## src/rtl/alu_share_arbiter.sv

```systemverilog
// Round-robin arbiter sharing one combinational 8-bit ALU between two requesters.
// Operands are registered, held for EXEC_CYCLES, then the result is held until taken.
module alu_share_arbiter #(
    parameter int unsigned EXEC_CYCLES = 1
) (
    input  logic       clk,
    input  logic       rst,
    input  logic       req0_valid,
    output logic       req0_ready,
    input  logic [7:0] req0_a,
    input  logic [7:0] req0_b,
    input  logic [2:0] req0_sel,
    input  logic       req1_valid,
    output logic       req1_ready,
    input  logic [7:0] req1_a,
    input  logic [7:0] req1_b,
    input  logic [2:0] req1_sel,
    output logic       rsp0_valid,
    input  logic       rsp0_ready,
    output logic [7:0] rsp0_data,
    output logic       rsp0_carry,
    output logic       rsp1_valid,
    input  logic       rsp1_ready,
    output logic [7:0] rsp1_data,
    output logic       rsp1_carry,
    output logic [7:0] alu_a,
    output logic [7:0] alu_b,
    output logic [2:0] alu_sel,
    input  logic [7:0] alu_out,
    input  logic       alu_carry,
    output logic       busy
);

    localparam int unsigned DW = 8;
    localparam int unsigned SW = 3;
    localparam int unsigned CW = 4;

    typedef enum logic [1:0] {
        S_IDLE = 2'd0,
        S_EXEC = 2'd1,
        S_RESP = 2'd2
    } state_t;

    state_t         r_state;
    state_t         w_next;
    logic           r_prio;
    logic           r_gnt;
    logic [CW-1:0]  r_cnt;
    logic [DW-1:0]  r_alu_a;
    logic [DW-1:0]  r_alu_b;
    logic [SW-1:0]  r_alu_sel;
    logic [DW-1:0]  r_res;
    logic           r_carry;
    logic           w_win;
    logic           w_accept;
    logic           w_rsp_done;

    // Lone requester wins outright; on contention the priority pointer decides.
    always_comb begin
        w_win = r_prio;
        if (req0_valid && !req1_valid) begin
            w_win = 1'b0;
        end else if (!req0_valid && req1_valid) begin
            w_win = 1'b1;
        end
    end

    always_ff @(posedge clk or posedge rst) begin
        if (rst) begin
            r_state <= S_IDLE;
        end else begin
            r_state <= w_next;
        end
    end

    always_comb begin
        w_next     = r_state;
        w_accept   = 1'b0;
        w_rsp_done = 1'b0;
        req0_ready = 1'b0;
        req1_ready = 1'b0;
        rsp0_valid = 1'b0;
        rsp1_valid = 1'b0;
        case (r_state)
            S_IDLE: begin
                // Ready is suppressed while reset is held so outputs stay at reset values.
                if (!rst && (req0_valid || req1_valid)) begin
                    w_accept   = 1'b1;
                    req0_ready = ~w_win;
                    req1_ready = w_win;
                    w_next     = S_EXEC;
                end
            end
            S_EXEC: begin
                if (r_cnt == '0) begin
                    w_next = S_RESP;
                end
            end
            S_RESP: begin
                rsp0_valid = ~r_gnt;
                rsp1_valid = r_gnt;
                w_rsp_done = r_gnt ? rsp1_ready : rsp0_ready;
                if (w_rsp_done) begin
                    w_next = S_IDLE;
                end
            end
            default: begin
                w_next = S_IDLE;
            end
        endcase
    end

    // Operand latch, execute counter, result capture and priority hand-over.
    always_ff @(posedge clk or posedge rst) begin
        if (rst) begin
            r_prio    <= 1'b0;
            r_gnt     <= 1'b0;
            r_cnt     <= '0;
            r_alu_a   <= '0;
            r_alu_b   <= '0;
            r_alu_sel <= '0;
            r_res     <= '0;
            r_carry   <= 1'b0;
        end else begin
            if (w_accept) begin
                r_alu_a   <= w_win ? req1_a   : req0_a;
                r_alu_b   <= w_win ? req1_b   : req0_b;
                r_alu_sel <= w_win ? req1_sel : req0_sel;
                r_gnt     <= w_win;
                r_cnt     <= CW'(EXEC_CYCLES - 1);
            end
            if (r_state == S_EXEC) begin
                if (r_cnt != '0) begin
                    r_cnt <= r_cnt - CW'(1);
                end else begin
                    r_res   <= alu_out;
                    r_carry <= alu_carry;
                end
            end
            if (w_rsp_done) begin
                r_prio <= ~r_gnt;
            end
        end
    end

    assign rsp0_data  = r_res;
    assign rsp0_carry = r_carry;
    assign rsp1_data  = r_res;
    assign rsp1_carry = r_carry;
    assign alu_a      = r_alu_a;
    assign alu_b      = r_alu_b;
    assign alu_sel    = r_alu_sel;
    assign busy       = (r_state != S_IDLE);

endmodule

```

## config.mk

```make
export PLATFORM = sky130hd
export DESIGN_NAME = alu_share_arbiter
export DESIGN_NICKNAME = d
export VERILOG_FILES = /design/src/rtl/alu_share_arbiter.sv
export SDC_FILE = /design/constraint.sdc
export NUM_CORES = 1
export LEC_CHECK = 0
export CAP_MARGIN = 20
export CORE_MARGIN = 10
export CORE_UTILIZATION = 30
export DETAILED_ROUTE_END_ITERATION = 10
export HOLD_SLACK_MARGIN = 0.03
export PLACE_DENSITY_LB_ADDON = 0.1
export SETUP_SLACK_MARGIN = 0.02
export SLEW_MARGIN = 20
export SYNTH_ARGS = -nofsm -noshare
export SYNTH_HDL_FRONTEND = slang
export SYNTH_SLANG_ARGS = --single-unit
```

## constraint.sdc

```tcl
create_clock -name clk -period 1.85 [get_ports clk]
set_input_delay 0.2775 -clock clk [delete_from_list [all_inputs] [get_ports clk]]
set_output_delay 0.2775 -clock clk [all_outputs]
set_load 0.005 [all_outputs]
```

==> results of run 1 <==
## sequential cells by signal (all words and copies together), names as in the netlist
register,cells
alu_a,8
rsp0_data,8
rsp0_carry,1
r_cnt,4
r_state,2
alu_sel,3
r_gnt,1
r_prio,1
alu_b,8
## what timing repair did
| item | in CTS | in global routing |
|---|---|---|
| hold buffers | 0 | 0 |
| pin swaps | 3 | 1 |
| gates resized for setup | 13 | 4 |
| buffers inserted | 2 | 2 |
| setup endpoints to repair | 13 | 10 |
## critical path, cell delays in order (launching register included)
cell and delay (ps):
dfrtp_1 410, inv_2 100, ha_4 140, or3b_4 370, or2_4 320, mux2_4 320
## layer usage
| metal | track usage [%] | routed length [µm] |
|---|---|---|
| met5 | 0 | 0 |
| met4 | 3.69 | 48 |
| met3 | 5.68 | 662 |
| met2 | 19.5 | 2730 |
| met1 | 15.6 | 2420 |
## cell families after synthesis
kind of cell               Yosys count
buffers and inverters               24
DFF                                 36
adders and majority gates            1
and+or+nand+nor                     23
AOI/OAI and AO/OA                   52
muxes                                9
## through the flow
step	util (%)	hold slack, ps	instance area [µm²]	total power, mW	TNS, ps
floorplan	-	423	1740	2.47	0
global placement	49.4	512	2750	3.58	-405
detailed placement	49.4	524	2750	3.65	-707
CTS	52.1	62.6	2900	4.44	0
global route	52.1	70.4	2910	4.68	0
finish	52.1	63.8	2910	4.37	0
## cells in the final DEF, fill, tap and decap left out, types with 2 or more instances in the layout
| cell | n |
|---|---|
| or2_2 | 2 |
| o22ai_1 | 2 |
| inv_2 | 2 |
| dfrtp_1 | 35 |
| mux2_4 | 9 |
| a21oi_1 | 3 |
| nand2_1 | 4 |
| nand2b_1 | 3 |
| dlygate4sd2_1 | 3 |
| and3_4 | 2 |
| clkdlybuf4s15_1 | 2 |
| nor2_1 | 3 |
| buf_4 | 10 |
| inv_1 | 4 |
| o21ai_0 | 5 |
| a221o_1 | 19 |
| clkdlybuf4s50_1 | 89 |
| a21boi_0 | 19 |
| clkbuf_8 | 5 |
## final cells by class
class,instances,area (µm²),area share (%)
multi-input cells,85,736,25.3
repair buffers,106,1040,35.9
clock buffers,5,68.8,2.37
inverters,6,22.5,0.775
clock inverters,3,42.5,1.46
flip-flops and latches,36,902,31.1
well taps,72,90.1,3.10
## how the worst max path moves through the flow
stage	start	endpoint	slack [ps]	cells after the start
final	r_cnt[0]	rsp0_data[3]	70	5
after floorplan	r_cnt[0]	rsp0_carry	70	6
after CTS	r_cnt[0]	rsp0_data[5]	30	6
after global placement	rst	req1_ready	-210	4
after detailed placement	rst	req0_ready	-210	4
after global routing	r_state[0]	req0_ready	10	4
## power by group through the flow
stage	clock network, mW	registers, mW	logic (mW)
after floorplan	0	1.40	1.06
after global placement	0	1.39	2.20
after detailed placement	0	1.41	2.23
after CTS	0.727	1.42	2.30
after global routing	0.765	1.47	2.45
final	0.702	1.42	2.25
==> metrics.md, run 1 <==
| Metric | Value |
|---|---|
| Nets | 294 |
| Cell Pwr Density | 1510 mW/mm² |
| Buffers on Ports | 94 |
| Largest net degree at the start of global routing | 34 |
| Crit. End Element | flop |
| XOR/XNOR Fraction of Synth Area | 0% |
| Worst R2R End | rsp0_data[3] |
| Mux share of post-synthesis cell area | 7.76% |
| Vias/cell | 4.99 |
| Ranking of synthesized cells by area | dfrtp_1 52%, a221o_1 11%, a21boi_0 8.2% |
| Fraction of registers with async set/reset | 100% |
| Wire per inst | 18.7 µm |
| Clock Pin Slew Worst Setup and Hold Paths | 80 ps |
| Clock buffer count from CTS | 5 |
| Syn nets | a little under 200 |
| DIE WIDTH | approximately 96 µm |
| Critical path type | reg2reg |
| CTS sink cnt | 36 |
| ANT nets after route | 0 |
| P_int | between 3 and 4 mW |
| Area growth syn-to-layout | 66.8% |
| Final hold viol count | 0 |
| Max Buffers Root-to-Sink | 2 |
| Slew Limit Headroom | between 70 and 80% |
| Non-Filler Instances | around 310 |
| Share of cells above drive strength 1 | 17.8% |
| RSZ-0062 raised after global routing | no |
| Root Driver | clkbuf_8 |
| Pre-CTS setup slack | -210 ps |
| Sw frac | 30.6% |
| Clock Latency Late Sink | ~290 ps |
| Post-synth top flop | dfrtp_1 |
| Initial antenna violation count | 0 |
| # rows | 27 |
| First-pass GRT wire length | 9120 µm |
| Startpoint types | flop |
| Post-synthesis sequential area ratio | 51.7% |
| # IOs | 95 |
| Final period utilization | 96.2% |
| Adder-Cell Fraction of Synth Area | 0.718% |
| DRT Pass-1 Iters | 4 |
| Hold Path Class | in2async |
| Top post-synthesis cells by count | 36 x dfrtp_1, 19 x a21boi_0, 19 x a221o_1, 9 x buf_4, 9 x mux2_4 |
| Vias | 1561 |
| Grt ovf | 0 |
| Dpl cells | 302 |
| GRT Resource Usage Total | 12.7% |
| Cells after synthesis | around 150 |
| Unique cell type count in the Yosys netlist | 30 |
| Outcome | complete, no violations |
| Worst slew pin tran | 374 ps |
| Post-DP HPWL | 4330 µm |
| Total routed wirelength | 5860 µm |
| Worst-case reg-to-reg path depth | 5 |
| Die Height | around 96 µm |
| Max Cap Violations | 0 |
| Compound-Gate Fraction of Synth Area | 24.1% |
| Core area | ~0.0056 mm² |
| Worst path arrival time | slightly below 2000 ps |
| Setup slack, reg-to-reg | 70 ps |
| Initial core utilization | 31.2% |
| Sequential share of power | 32.5% |
| Yosys top cell area share | 51.7% |
| Logic gate share of total power | 51.5% |
| Fillers | 507 |
| Max frequency | 0.562 GHz |
| Syn_area_per_cell | approximately 12 µm² |
| Synth Register Bits | 36 |
| Ys Warns | 0 |
| Top-count cell post-synth | dfrtp_1 |
| Clock power share | 16.1% |
| Final count of negative-setup-slack endpoints | 0 |
| DRC viols | 0 |
| Largest family of logic cells by synthesized area | compound AO/OA/AOI/OAI gates |
| Lkg Pwr | 1.24 nW |
| Cell taking the most area after synthesis | dfrtp_1 |
| Peak VDD IR | 0.641 mV |
| Die area | 0.00925 mm² |
| Iter 0 DRT Violations | 100 |
| Routability Congestion | 0.744 |
| Post-route minimum period | about 1800 ps |
| Clock Skews | about 8.7 ps |
| Simple-gate share of the synthesized area | 7.90% |
| Htree depth | 2 |
| Slew Viols, Final | 0 |
| Critical R2R Launch | r_cnt[0] |
| CTS tree | built |
| Vias in the first global route | 1793 |
| Post-synthesis cell area | about 0.0017 mm² |
| Sw Pwr | ~1.3 mW |
| Worst setup margin | 70.9 ps |
| Post-synth EDFFs | 0 |
| Critical path peak fanout | 10 |
| Diodes inserted | 0 |
| WP data required | approximately 2000 ps |
Note: power is estimated with default switching activity, not from simulation.
==> inputs of run 2 (changes only) <==
--- a/config.mk
+++ b/config.mk
@@ -7,10 +7,10 @@
 export LEC_CHECK = 0
 export CAP_MARGIN = 20
 export CORE_MARGIN = 10
-export CORE_UTILIZATION = 30
+export CORE_UTILIZATION = 35
 export DETAILED_ROUTE_END_ITERATION = 10
 export HOLD_SLACK_MARGIN = 0.03
-export PLACE_DENSITY_LB_ADDON = 0.1
+export PLACE_DENSITY = 0.76
 export SETUP_SLACK_MARGIN = 0.02
 export SLEW_MARGIN = 20
 export SYNTH_ARGS = -nofsm -noshare
==> run 2 against run 1 <==
Net effect:
- global-route usage decreased by 0.13 points
- clock-buffer cell count rose by 1
- sequential power about the same
- final cell count down 0.64%
- sequential share of layout area grew 0.23 points
- clock power shrank 28%
- fmax shrank 1.1%
- die area shrank 11%
- design area down 0.73%
- routed wire length down 12%
- largest power group unchanged
==> metrics.md, run 2 (synthesis gave the netlist of run 1 again) <==
| Metric | Value |
|---|---|
| Outcome | complete, no violations |
| Slew Viols, Final | 0 (unchanged) |
| # rows | 25 (-7.4%) |
| Most common cell after layout, fill and taps aside | clkdlybuf4s50_1 |
| Share of cells above drive strength 1 | 18.0% (+0.19 points) |
| Post-route minimum period | 1800 ps (+19.3 ps) |
| Diodes inserted | 0 (unchanged) |
| # IOs | 95 (unchanged) |
| Grt ovf | 0 (unchanged) |
| Design Power | 4.18 mW (-4.3%) |
| Max frequency | 0.556 GHz (-1.1%) |
| Worst path arrival time | 1960 ps (about the same) |
| Routability Congestion | 0.734 (-1.3%) |
| Post-placement cell area | 0.00275 mm² (-0.14%) |
| Slew Limit Headroom | 76.1% (+1.0 points) |
| Clock Skews | 1.76 ps (-6.95 ps) |
| Htree depth | 2 (unchanged) |
| Post-route design area | 0.00288 mm² (-0.73%) |
| Worst slew pin tran | 359 ps (-15.1 ps) |
| Root Driver | clkbuf_8 |
| Max Buffers Root-to-Sink | 2 (unchanged) |
| Final count of negative-setup-slack endpoints | 0 (unchanged) |
| Largest net degree at the start of global routing | 24 (-29%) |
| Sw frac | 29.9% (-0.72 points) |
| Iter 0 DRT Violations | 50 (-50%) |
| Clock power share | 12.1% (-4.0 points) |
| Initial core utilization | 36.4% (+5.1 points) |
| WP buf/inv | 2 (+1) |
| First-pass GRT wire length | 8420 µm (-7.7%) |
| WP data required | 2010 ps (about the same) |
| Critical path's largest stage delay | 400 ps (about the same) |
| Post-DP HPWL | 4030 µm (-6.9%) |
| Die Height | 90.5 µm (-5.9%) |
| DRC viols | 0 (unchanged) |
| Worst hold slack | 205 ps (+141 ps) |
| Crit-path slowest cell | dfrtp_1 |
| Critical Path Stages | 6 (+1) |
| Clock Pin Slew Worst Setup and Hold Paths | 60 ps (-20 ps) |
| Worst path cell trace | inv_2 > ha_4 > or3b_4 > or2_4 > buf_12 > mux2_4 |
| Commonest non-fill, non-tap cells in the layout | 89 x clkdlybuf4s50_1, 35 x dfrtp_1, 19 x a21boi_0, 19 x a221o_1, 15 x buf_4 |
| Vias | 1529 (-2.0%) |
| Fillers | 390 (-23%) |
| Crit. End Element | flop |
| DIE WIDTH | 90.5 µm (-5.9%) |
| Lkg Pwr | 1.26 nW (+1.1%) |
| Clock Latency Late Sink | 280 ps (about the same) |
| Vias in the first global route | 1652 (-7.9%) |
| Critical path type | reg2reg |
| Peak VDD IR | 0.603 mV (-5.8%) |
| Setup_tns | 0 ps (unchanged) |
| Buffers on Ports | 94 (unchanged) |
| Storage cell area | 902 µm² (unchanged) |
| Core area | 0.00479 mm² (-14%) |
| Area occupied by multi-input gates | 731 µm² (-0.68%) |
| Non-Filler Instances | 311 (-0.64%) |
| Final hold viol count | 0 (unchanged) |
| Clock buffer count from CTS | 5 (unchanged) |
| Initial antenna violation count | 0 (unchanged) |
| Critical R2R Launch | r_cnt[1] |
| Final period utilization | 97.2% (+1.0 points) |
| Cell Pwr Density | 1450 mW/mm² (-3.6%) |
| P_int | 2.93 mW (-3.4%) |
| Sw Pwr | 1.25 mW (-6.6%) |
| GRT Resource Usage Total | 12.5% (-0.13 points) |
| Startpoint types | flop |
| Max Cap Violations | 0 (unchanged) |
| Nets | 298 (+1.4%) |
| Worst-case reg-to-reg path depth | 6 (+1) |
| CTS tree | built |
| Total routed wirelength | 5150 µm (-12%) |
| Critical path peak fanout | 10 (unchanged) |
| DRT Pass-1 Iters | 4 (unchanged) |
| Die area | 0.00820 mm² (-11%) |
| Worst R2R End | rsp0_data[4] |
| Hold Path Class | in2async |
| Area growth syn-to-layout | 65.6% |
| Wire per inst | 16.6 µm (-12%) |
| Dpl cells | 299 (-0.99%) |
| ANT nets after route | 0 (unchanged) |
| Crit path max-delay family | simple AND/OR/NAND/NOR gates |
| Logic gate share of total power | 54.2% (+2.7 points) |
| Setup slack, reg-to-reg | 50 ps (-20 ps) |
| Sequential share of power | 33.7% (+1.2 points) |
| RSZ-0062 raised after global routing | yes |
| Vias/cell | 4.92 (-1.4%) |
| CTS sink cnt | 36 (unchanged) |
[run 2: power by group through the flow]
stage | Combinational, mW | Sequential, mW | Clock [mW]
6_report | 2.27 | 1.41 | 0.505
5_1_grt | 2.48 | 1.47 | 0.565
2_1_floorplan | 1.06 | 1.40 | 0
3_5_place_dp | 2.21 | 1.41 | 0
3_3_place_gp | 2.17 | 1.39 | 0
4_1_cts | 2.26 | 1.41 | 0.531
[run 2: worst max-delay path by stage]
stage	start	endpoint	slack, ps
2_1_floorplan	r_cnt[0]	rsp0_carry	70
3_3_place_gp	rst	req1_ready	-220
5_1_grt	r_state[1]	rsp1_valid	20
3_5_place_dp	rst	req1_ready	-230
6_report	r_cnt[1]	rsp0_data[4]	50
4_1_cts	r_cnt[1]	rsp0_data[3]	20
[run 2: through the flow]
stage	setup slack (ps)	util [%]
after floorplan	68.1	-
after global placement	-218	57.4
after detailed placement	-234	57.4
after CTS	21.5	59.7
after global routing	18.4	60.3
final	51.6	60.3
[run 2: cell type report]
cell class	instances	area share [%]
clock inverters	1	0.174
multi-input cells	85	25.3
repair buffers	110	37.0
flip-flops and latches	36	31.3
well taps	67	2.91
clock buffers	6	2.52
inverters	6	0.781
[run 2: repair_timing]
| item | in CTS | in global routing |
|---|---|---|
| hold buffers | 0 | 0 |
| buffers inserted | 3 | 2 |
| gates resized for setup | 9 | 4 |
| pin swaps | 3 | 2 |
| setup endpoints to repair | 13 | 11 |
[run 2: tightest hold or removal path, stage by stage]
cell and delay [ps]:
dlygate4sd2_1 270, inv_1 80, buf_4 210
[run 2: per-layer routing]
layer  part of all wire (%)  GRT usage [%]  vias up
li1                       -              -      729
met1                     43           14.4      724
met2                     46           19.7       71
met3                     10           6.07        5
met4                    1.3           4.77        0
met5                      0              0        -
==> RTL change (settings of run 2) <==
`CW`: 4 -> 3.
--- a/src/rtl/alu_share_arbiter.sv
+++ b/src/rtl/alu_share_arbiter.sv
@@ -34,5 +34,5 @@
     localparam int unsigned DW = 8;
     localparam int unsigned SW = 3;
-    localparam int unsigned CW = 4;
+    localparam int unsigned CW = 3;
 
     typedef enum logic [1:0] {
Formal check against the unedited RTL: same outputs for any inputs over 10 cycles, from zero or initial values and one cycle with rst high; that may be too few to reach the edited logic, so the function may still have changed.
==> RTL change against run 2 <==
- non-clock buffer count down 5
- combinational power down 5%
- via count down 3.5%
- total power down 2.7%
- final area down 5.3%
- sequential cell count down 1
- count of clock-buffer cells in the layout unchanged
- synthesized area down 4.3%
- worst setup slack better by 0.11 ns
- routed wire length down 0.21%
- clock skew up 0.00068 ns
- synthesized cell count down 6.2%
- maximum frequency up 6.5%
==> RTL change: results (changes against run 2) <==
stage,metric,value,unit,change
synth,Yosys cell types,27,,-10%
power_and_ir_drop,sw frac,30.5,%,+0.63 points
sta,final hold slack,0.327,ns,+0.122 ns
place,placed inst area,2650,um2,-3.6%
layout,sequential cells,35,,-2.8%
synth,sequential share of the synthesized area,52.6,%,+0.83 points
critical_path,worst reg-to-reg path cell count,4,,-2
layout,Clock buf/inv share,3.21,%,+0.52 points
place,Place WS,-0.0933,ns,+0.141 ns
place,routability cong.,0.697,,-5.1%
synth,synth cell count leaders,"dfrtp_1 (35), a221o_1 (19), o21a_1 (19)",,
synth,Mean Syn Cell Area,12.3,um2,+2.0%
critical_path,R2R setup slack,0.20,ns,+0.15 ns
power_and_ir_drop,Leakage Power,1.17,nW,-6.6%
critical_path,CP endpoint,req0_ready,,
layout,Inverters,4,,-2
critical_path,Worst Setup SP,r_state[1],,
synth,Post-synth ARST share,100,%,unchanged
clock_network,Post-CTS Setup Bufs,0,,-3
synth,Mapped Nets,191,,-4.0%
critical_path,CP max FO,3,,-7
synth,Area contributors post-synth,"dfrtp_1 (53%), a221o_1 (11%), o21a_1 (8.6%)",,
place,DP HPWL,3990,um,-1.1%
layout,Final Non-Filler Cells,284,,-8.7%
route,WL met2,2270,um,-4.3%
grt,Global Route Usage Sum,12.6,%,+0.085 points
synth,synth warn,0,,unchanged
grt,largest net degree at the start of global routing,34,,+42%
layout,fin util,58.6,%,-1.7 points
layout,Nets,285,,-4.4%
critical_path,RR Endpoint,alu_b[0],,
sta,worst slew pin tran,0.251,ns,-0.108 ns
layout,number of fill cells,412,,+5.6%
layout,buffering overhead,37.7,%,+0.71 points
layout,layout cells sized above 1,13.5,%,-4.6 points
run_status,status,completed,,
route,Vias,1475,,-3.5%
route,DR iter-0 viols,64,,+28%
critical_path,kind of cell adding the most delay to the critical path,buffers and inverters,,
clock_network,htree depth,2,,unchanged
clock_network,post-CTS sizing,5,,-4
route,M1 WL,2100,um,-4.3%
layout,Register Area,876,um2,-2.9%
route,DR WL met3,722,um,+38%
critical_path,Worst path slowest cell,dfrtp_1,,
route,WL final,5140,um,-0.21%
power_and_ir_drop,maximum vdd drop,719,uV,+19%
layout,multi-input gate count,79,,-7.1%
sta,Final min period,1.69,ns,-0.110 ns
layout,area of the multi-input gates,654,um2,-10%
layout,Non-clk bufs,105,,-4.5%
critical_path,Crit path arrival time,1.41,ns,-0.55 ns
[RTL change: worst register-to-register path, stage by stage, from the launching register on]
cell and delay (ns):
dfrtp_1 0.39, buf_4 0.15, or3_4 0.49, o21a_1 0.23, a221o_1 0.27
[RTL change: cell families (layout without fill, tap and decap cells)]
family                     count (synthesis)  count (layout)  synth area share [%]
muxes                                     12              12                  7.96
AOI/OAI and AO/OA                         47              47                  23.4
adders and majority gates                  2               2                  1.50
and+or+nand+nor                           18              18                  6.38
DFF                                       35              35                  52.6
buffers and inverters                     22             116                  8.18
[RTL change: power groups by stage]
stage | logic (mW) | registers (mW) | clock network (mW)
final | 2.15 | 1.37 | 0.547
after CTS | 2.20 | 1.38 | 0.572
after global placement | 2.18 | 1.36 | 0
after global routing | 2.34 | 1.43 | 0.602
after floorplan | 1.07 | 1.39 | 0
after detailed placement | 2.21 | 1.38 | 0
[RTL change: routing by layer]
layer	vias up	track usage, %
met5	-	0
met2	82	19.4
li1	691	-
met1	696	14.5
met3	6	7.66
met4	0	3.47
